### src/rtl/host_exit_pkg.sv
// Shared types and constants for the host-exit controller: FSM states,
// MMIO request/response bundles and the finish-bus encoding.
package host_exit_pkg;

  typedef enum logic [1:0] {
    ST_IDLE   = 2'd0,
    ST_DRAIN  = 2'd1,
    ST_FIRE   = 2'd2,
    ST_HALTED = 2'd3
  } exit_state_t;

  localparam logic [7:0] EXIT_TIMEOUT_CODE = 8'hFF;
  localparam int         FINISH_ARG_W      = 9;

  typedef struct packed {
    logic        valid;
    logic        wen;
    logic [31:0] addr;
    logic [31:0] data;
  } mmio_req_t;

  typedef struct packed {
    logic        valid;
    logic [31:0] data;
  } mmio_rsp_t;

  function automatic logic [FINISH_ARG_W-1:0] finish_word(input logic [7:0] code);
    return {1'b1, code};
  endfunction

endpackage

### src/rtl/host_exit_counter.sv
// Loadable down-counter that holds at zero; load has priority over decrement.
module host_exit_counter #(
  parameter int unsigned CNT_W = 32
) (
  input  logic             CLK,
  input  logic             RST_N,
  input  logic             load,
  input  logic [CNT_W-1:0] load_val,
  input  logic             dec,
  output logic [CNT_W-1:0] count,
  output logic             zero
);

  logic [CNT_W-1:0] count_q, count_d;

  always_comb begin
    count_d = count_q;
    if (load) begin
      count_d = load_val;
    end else if (dec && (count_q != '0)) begin
      count_d = count_q - CNT_W'(1);
    end
  end

  always_ff @(posedge CLK or negedge RST_N) begin
    if (!RST_N) begin
      count_q <= '0;
    end else begin
      count_q <= count_d;
    end
  end

  assign count = count_q;
  assign zero  = (count_q == '0);

endmodule

### src/rtl/host_exit_ctrl.sv
// MMIO host-exit controller: decodes tohost stores, drains, then emits a
// single-cycle {finish, exitcode} pulse; optional watchdog forces code 8'hFF.
//
//   state     | meaning
//   ST_IDLE   | waiting for an exit store or watchdog expiry
//   ST_DRAIN  | counting down the drain delay with the exit code latched
//   ST_FIRE   | finish_arg carries {1, code} for this one cycle
//   ST_HALTED | pulse issued; MMIO still served until reset
module host_exit_ctrl
  import host_exit_pkg::*;
#(
  parameter logic [31:0] TOHOST_ADDR    = 32'h4000_1000,
  parameter int unsigned DRAIN_CYCLES   = 4,
  parameter int unsigned TIMEOUT_CYCLES = 0,
  parameter int unsigned CNT_W          = 32
) (
  input  logic                    CLK,
  input  logic                    RST_N,
  input  logic                    req_valid,
  output logic                    req_ready,
  input  logic                    req_wen,
  input  logic [31:0]             req_addr,
  input  logic [31:0]             req_data,
  output logic                    rsp_valid,
  input  logic                    rsp_ready,
  output logic [31:0]             rsp_data,
  output logic [FINISH_ARG_W-1:0] finish_arg,
  output logic                    halted
);

  localparam logic [CNT_W-1:0] DRAIN_LOAD = CNT_W'(DRAIN_CYCLES);
  localparam logic [CNT_W-1:0] WD_LOAD    = CNT_W'(TIMEOUT_CYCLES - 1);
  localparam bit               WD_EN      = (TIMEOUT_CYCLES != 0);
  localparam bit               DRAIN_NONE = (DRAIN_CYCLES == 0);

  mmio_req_t               req;
  mmio_rsp_t               rsp_q, rsp_d;
  exit_state_t             state_q, state_d;
  logic [31:0]             tohost_q, tohost_d;
  logic [7:0]              code_q, code_d;
  logic [FINISH_ARG_W-1:0] finish_arg_q, finish_arg_d;
  logic                    halted_q, halted_d;
  logic                    wd_armed_q, wd_armed_d;

  logic                    accept, hit, exit_store, wd_expire;
  logic                    drain_load, drain_last, drain_zero, wd_zero;
  logic [CNT_W-1:0]        drain_cnt, unused_wd_cnt;

  assign req = '{valid: req_valid, wen: req_wen, addr: req_addr, data: req_data};

  assign req_ready  = !rsp_q.valid || rsp_ready;
  assign accept     = req.valid && req_ready;
  assign hit        = (req.addr == TOHOST_ADDR);
  assign exit_store = accept && req.wen && hit && req.data[0];

  always_comb begin
    rsp_d = rsp_q;
    if (accept) begin
      rsp_d.valid = 1'b1;
      rsp_d.data  = (!req.wen && hit) ? tohost_q : '0;
    end else if (rsp_ready) begin
      rsp_d.valid = 1'b0;
    end
  end

  assign tohost_d = (accept && req.wen && hit) ? req.data : tohost_q;

  // Watchdog loads TIMEOUT-1 in the first cycle after reset so that it hits
  // zero exactly TIMEOUT cycles after release; it freezes once we leave IDLE.
  assign wd_armed_d = 1'b1;
  assign wd_expire  = WD_EN && wd_armed_q && wd_zero;
  assign drain_last = (drain_cnt == CNT_W'(1)) || drain_zero;

  always_comb begin
    state_d    = state_q;
    code_d     = code_q;
    drain_load = 1'b0;
    case (state_q)
      ST_IDLE: begin
        if (exit_store || wd_expire) begin
          code_d     = exit_store ? req.data[8:1] : EXIT_TIMEOUT_CODE;
          drain_load = 1'b1;
          state_d    = DRAIN_NONE ? ST_FIRE : ST_DRAIN;
        end
      end
      ST_DRAIN: if (drain_last) state_d = ST_FIRE;
      ST_FIRE:  state_d = ST_HALTED;
      default:  state_d = ST_HALTED;
    endcase
  end

  assign finish_arg_d = (state_d == ST_FIRE) ? finish_word(code_d) : '0;
  assign halted_d     = (state_d == ST_HALTED);

  host_exit_counter #(.CNT_W(CNT_W)) u_drain_cnt (
    .CLK      (CLK),
    .RST_N    (RST_N),
    .load     (drain_load),
    .load_val (DRAIN_LOAD),
    .dec      (state_q == ST_DRAIN),
    .count    (drain_cnt),
    .zero     (drain_zero)
  );

  host_exit_counter #(.CNT_W(CNT_W)) u_wd_cnt (
    .CLK      (CLK),
    .RST_N    (RST_N),
    .load     (WD_EN && !wd_armed_q),
    .load_val (WD_LOAD),
    .dec      (WD_EN && wd_armed_q && (state_q == ST_IDLE)),
    .count    (unused_wd_cnt),
    .zero     (wd_zero)
  );

  always_ff @(posedge CLK or negedge RST_N) begin
    if (!RST_N) begin
      state_q      <= ST_IDLE;
      rsp_q        <= '0;
      tohost_q     <= '0;
      code_q       <= '0;
      finish_arg_q <= '0;
      halted_q     <= 1'b0;
      wd_armed_q   <= 1'b0;
    end else begin
      state_q      <= state_d;
      rsp_q        <= rsp_d;
      tohost_q     <= tohost_d;
      code_q       <= code_d;
      finish_arg_q <= finish_arg_d;
      halted_q     <= halted_d;
      wd_armed_q   <= wd_armed_d;
    end
  end

  assign rsp_valid  = rsp_q.valid;
  assign rsp_data   = rsp_q.data;
  assign finish_arg = finish_arg_q;
  assign halted     = halted_q;

endmodule

### config.mk
export PLATFORM = sky130hd
export DESIGN_NAME = host_exit_ctrl
export DESIGN_NICKNAME = d
export VERILOG_FILES = /design/src/rtl/host_exit_pkg.sv /design/src/rtl/host_exit_counter.sv /design/src/rtl/host_exit_ctrl.sv
export SDC_FILE = /design/constraint.sdc
export NUM_CORES = 1
export LEC_CHECK = 0
export ABC_AREA = 1
export BUFFER_PORTS_ARGS = -buffer_cell sky130_fd_sc_hd__buf_2
export CAP_MARGIN = 0
export CORE_AREA = 3 3 134 97
export CTS_CLUSTER_DIAMETER = 80
export DETAILED_ROUTE_END_ITERATION = 8
export DIE_AREA = 0 0 137 100
export GPL_ROUTABILITY_DRIVEN = 1
export PLACE_DENSITY = 0.79
export RECOVER_POWER = 100
export SYNTH_ARGS = -nofsm -noshare
export SYNTH_HDL_FRONTEND = slang
export SYNTH_SLANG_ARGS = --single-unit
### constraint.sdc
create_clock -name CLK -period 3.73 [get_ports CLK]
set_input_delay 0.5595 -clock CLK [delete_from_list [all_inputs] [get_ports CLK]]
set_output_delay 0.5595 -clock CLK [all_outputs]
set_load 0.1 [all_outputs]
After elaboration in Yosys (flattened, before gate mapping)
Cells that the tools add are included.
{"block": "word_totals", "input_bits": 69, "register_bits": 117, "word_cells": 42, "output_inout_bits": 44}
{"block": "classes", "eq_ne": 5, "add_sub_neg": 1, "reduce_logical": 15, "muxes": 13}
{"cell": "32-bit two-way mux", "n": 3}
{"cell": "32-bit by 1-bit equality test with 1-bit output, second input constant", "n": 1}
{"cell": "32-bit by 31-bit equality test with 1-bit output, second input constant", "n": 1}
{"cell": "32-bit zero test", "n": 1}
{"cell": "32-bit nonzero test", "n": 1}
{"cell": "32-bit by 1-bit subtractor with 32-bit output, second input constant", "n": 1}
{"cell": "8-bit two-way mux", "n": 2}
{"cell": "9-bit two-way mux", "n": 1}
{"cell": "1-bit logical AND", "n": 6}
{"cell": "2-bit equality test, second input constant", "n": 2}
{"cell": "1-bit two-way mux", "n": 4}
{"cell": "2-bit two-way mux", "n": 2}
{"cell": "2-bit one-hot mux with 2 select lines", "n": 1}
{"cell": "2-bit nonzero test", "n": 2}
{"cell": "2-bit by 1-bit equality test with 1-bit output, second input constant", "n": 1}
{"cell": "1-bit zero test", "n": 2}
{"cell": "2-bit zero test", "n": 1}
{"cell": "1-bit logical OR", "n": 2}

Logic depth before layout (Yosys ltp)
{"block": "logic_depth", "ltp_word": 10, "depth_mapped": 12, "depth_no_buf": 12}

Cells and area by module
From an unflattened synthesis, not the netlist that was laid out.
{"block": "hier_totals", "cells_unflattened": 905, "area_unflattened_um2": 6557.5}
{"mod": "host_exit_ctrl", "seq_area_each_um2": 2127.0, "cells_each": 472, "area_each_um2": 3903.7, "n_inst": 1}
{"mod": "host_exit_counter", "seq_area_each_um2": 800.8, "cells_each": 433, "area_each_um2": 2653.8, "n_inst": 1}

Least setup slack after synthesis
Ideal clock, no wire load.
{"block": "synth_timing", "path_type": "reg2reg", "startpoint": "reg rsp_q, in the netlist rsp_valid", "endpoint": "reg u_drain_cnt.count_q[10] (netlist: u_drain_cnt.count[10])", "required_time_ns": 3.664, "path_stages_with_launch": 8, "setup_slack_ns": 0.842, "setup_time_ns": 0.066, "synth_period_minus_slack_ns": 2.888, "t_arrival_ns": 2.821, "path_buffers": 1, "cell_sequence": "dfrtp_1 > nand2_1 > nand2_1 > nor2_2 > nand4_2 > clkbuf_1 > nand3_1 > nand2_1"}
{"block": "synth_via", "elab_chain_len": 9, "elab_cells_between_ends": 10, "classes_between": "mux: 3; reduce/logical: 7"}
{"element": "start, declared", "line": "host_exit_ctrl.sv:37", "text": "mmio_rsp_t rsp_q, rsp_d;"}
{"element": "start signal, assigned", "line": "host_exit_ctrl.sv:126", "text": "rsp_q <= rsp_d;"}
{"element": "1-bit zero test (*)", "line": "host_exit_ctrl.sv:51", "text": "assign req_ready = !rsp_q.valid || rsp_ready;"}
{"element": "1-bit logical OR (*)", "line": "host_exit_ctrl.sv:51"}
{"element": "net req_ready", "line": "host_exit_ctrl.sv:20", "text": "output logic req_ready,"}
{"element": "1-bit logical AND (*)", "line": "host_exit_ctrl.sv:52", "text": "assign accept = req.valid && req_ready;"}
{"element": "1-bit logical AND (*) (3 in a row)", "line": "host_exit_ctrl.sv:54", "text": "assign exit_store = accept && req.wen && hit && req.data[0];"}
{"element": "1-bit two-way mux (*)", "line": "host_exit_ctrl.sv:80", "text": "if (exit_store || wd_expire) begin"}
{"element": "1-bit two-way mux (*)", "line": "host_exit_ctrl.sv:78", "text": "case (state_q)"}
{"element": "32-bit two-way mux or 2-bit nonzero test (tied branches)"}
{"element": "end signal, assigned", "line": "host_exit_counter.sv:29", "text": "count_q <= count_d;"}
{"element": "end, declared", "line": "host_exit_counter.sv:14", "text": "logic [CNT_W-1:0] count_q, count_d;"}
Mark *: on every way through the listed nets, which the timed path passes. The rest lies on a longest branch.
A chain may end at the register's enable or synchronous reset.

Worst setup path after layout
{"block": "layout_timing", "startpoint": "reg state_q[0]", "endpoint": "reg u_drain_cnt.count_q[21] (netlist: u_drain_cnt.count[21])"}
{"block": "layout_via", "elab_chain_len": 3, "elab_cells_between_ends": 6, "classes_between": "eq/ne: 1; mux: 2; reduce/logical: 3"}
{"element": "start, declared", "line": "host_exit_ctrl.sv:38", "text": "exit_state_t state_q, state_d;"}
{"element": "start signal, assigned", "line": "host_exit_ctrl.sv:125", "text": "state_q <= state_d;"}
{"element": "2-bit zero test or 2-bit by 1-bit equality test with 1-bit output (tied branches)", "line": "host_exit_ctrl.sv:78, host_exit_ctrl.sv:100"}
{"element": "1-bit two-way mux or 1-bit logical AND (tied branches)", "line": "host_exit_ctrl.sv:78, host_exit_counter.sv:20"}
{"element": "32-bit two-way mux or 2-bit nonzero test (tied branches)"}
Parallel ways exist; a longest one is shown, timed or not.

==> flow_summary.yaml <==
cells_and_area:
  area_growth_pct: 18.5
  drive_above_1_share_pct: 13.0
  num_antenna_cells: 0
  final_util_pct: 59.7
  fillers: 1069
  fin_cells: 1072
  nets: 975
pwr:
  ir_drop_mv: 0.344
  power_density_mw_per_mm2: 426
  p_leak_uw: 0.00388
timing:
  fmax_ghz: 0.349
  min_period_ps: 2860
  setup_viol: 0
  rsz0062_at_grt: "false"
  skew_ps: 6.35
  period_share_pct: 76.8
  fin_ws_ps: 867
  tns_ps: 0
  slew_headroom_pct: -10.3
  final-hold-violation-count: 0
  tightest_slew_ps: 1650
  drv_slew: 69
placed_design:
  placed_cells: 1041
  dp_hpwl_um: 9940
  gp_congestion: 0.921
  portBuffers: 112
  pre_cts_slack_ps: 1050
synthesis:
  netlist_instances: 796
  synth-edff-count: 0
  ys_top_cells_by_area: "dfrtp_1 50%, nand2_1 18%, nor2_1 8.2%, nand3_1 4.8%, inv_1 4.5%"
  yosys.area.top_type: "dfrtp_1"
  yosysWarnings: 0
  synth-main-ff-cell: "dfrtp_1"
  postSynth.asyncResetShare_pct: 100
  seq_area_frac_synth_pct: 49.5
  ys_seq_elements: 117
  synth_area_mm2: 0.00591
  ys_types: 28
  syn_area_per_cell_um2: 7.43
  synth_nets: 868
  yosys.area.top_type_share_pct: 49.5
die:
  std_cell_rows: 33
  initial_core_util_pct: 50.4
  die_w_um: 137
  ioPinCount: 113
  core-area_mm2: 0.0117
  dieArea_mm2: 0.0137
  die_y_um: 100
clock_network:
  cts_setup_buffers: 0
  clk_pin_slew_ps: 60
  cts_buffers: 17
  clkLatencyLatePin_ps: 410
  ctsHtreeMaxLevel: 4
  ctsRootBufferMaster: "clkbuf_16"
  max-clock-path-buffers: 2
  cts_sinks: 117
  cts_tree: "done"
  cts_resized: 0
  cts_hold_buf: 0
routing:
  first_pass_iters: 6
  wire_per_inst_um: 13.6
  detail-route-antenna-nets: 0
  viasPerCell: 5.01
  vias: 5374
  post-route-drc-count: 0
  wirelength_um: 14500
  drt_iter0_markers: 497
global_routing:
  grt_util_all_layers_pct: 22.3
  grt_pass1_vias: 5002
  grt_start_max_net_pins: 69
  grt_pass1_wl_um: 24000
  antenna_found_initial: 0
  overflow: 0
run_status:
  failed_checks: "capacitance limit, slew limit"
  outcome: "finished, violations left"
setup_path:
  worstPathRequired_ps: 4070
  cp-end-kind: "flop"
  critical_path_arrival_ps: 3200
  crit_fanout: 26
  path_class: "reg2reg"
  cp-start-kind: "flop"
worst_hold_path:
  min_path_type: "in2reg"
run:
  drv_cap: 1
## registers in the layout, indices dropped and copies added (netlist names)
signal / cells
rsp_data: 32
tohost_q: 32
u_drain_cnt.count: 32
finish_arg: 9
code_q: 8
state_q: 2
halted: 1
rsp_valid: 1
## stage by stage
| step | area [um2] | hold WS, ps | total power, uW |
|---|---|---|---|
| 5_1_grt | 7000 | 345 | 3070 |
| 4_1_cts | 7130 | 283 | 3000 |
| 6_report | 7000 | 334 | 2980 |
| 3_5_place_dp | 6550 | 465 | 1420 |
| 3_3_place_gp | 6550 | 460 | 1420 |
| 2_1_floorplan | 5910 | 264 | 1340 |
## path summary, 6_finish.rpt
kind / start / endpoint / slack, ps / cells past startpoint
min in group asynchronous: RST_N / rsp_data[6] / 570 / 1
hold / removal: req_data[21] / tohost_q[21] / 330 / 3
setup / recovery: state_q[0] / u_drain_cnt.count[21] / 870 / 6
setup reg to reg: state_q[0] / u_drain_cnt.count[21] / 870 / 6
hold reg to reg: rsp_data[28] / rsp_data[28] / 480 / 2
max in group asynchronous: RST_N / u_drain_cnt.count[10] / 1240 / 2
## worst max-delay path: stages (launching register included)
cell      delay (ps)
dfrtp_1          550
clkinv_1         110
nor2_1           600
nand2_1          770
inv_4            480
nand3_1          130
nand2_1          140
## area by class of cell
class                   instances  area, um2  share of cell area (%)
clock buffers                  17        425                    6.07
clock inverters                14        155                    2.22
inverters                      75        284                    4.06
multi-input cells             576       2490                    35.5
flip-flops and latches        117       2930                    41.8
well taps                     157        196                    2.81
repair buffers                116        527                    7.52
## layer usage
metal | global-route usage [%] | routed length, um | vias to the layer above
met5 | 0 | 0 | -
met4 | 6.67 | 175 | 0
met3 | 5.01 | 1360 | 19
met2 | 33.9 | 6240 | 225
met1 | 32.0 | 6780 | 2436
li1 | - | - | 2694
## synthesized netlist by cell type, types with 3 or more instances
master	n
buf_4	3
buf_6	7
clkbuf_1	17
dfrtp_1	117
ha_1	3
inv_1	71
inv_2	3
nand2_1	280
nand2_2	4
nand3_1	57
nand3b_1	3
nand4_1	15
nor2_1	129
nor2_2	9
nor2_4	4
nor3_1	7
o21ai_0	50
xor2_1	7
## power by group
part / leakage (uW) / switching [uW] / internal [uW]
Clock: 0.000268 / 609 / 983
Combinational: 0.00199 / 84.3 / 34.4
Sequential: 0.00162 / 0.512 / 1270
Total: 0.00388 / 694 / 2290
## cells in the final DEF, fill, tap and decap left out
cell type   instances
nand2_1           282
nand4_2             1
or2_1               1
ha_1                3
a21oi_1             1
clkinv_1            1
nor2_4              2
nand3_1            57
clkbuf_1           45
xnor2_1             1
o211ai_1            1
nand3b_1            3
inv_4               1
inv_2               2
nand4_1            15
buf_4               1
nor2_2              7
clkinvlp_4          5
o21ai_0            50
xor2_1              7
inv_6               2
nand2_4             1
nor2_1            133
buf_2              67
clkinv_2            1
bufinv_16           2
nor3b_1             1
clkbuf_2            3
nor3_1              7
nand2_2             3
clkbuf_16          17
dfrtp_1           117
clkinv_4            4
inv_1              71
## cell families after synthesis
logic type | share of synthesized area, %
buf+inv | 7.66
compound gates | 4.44
flops | 49.5
simple gates | 36.5
fa+ha+maj | 0.635
xor+xnor | 1.19
Power figures use the tool's default switching activity.
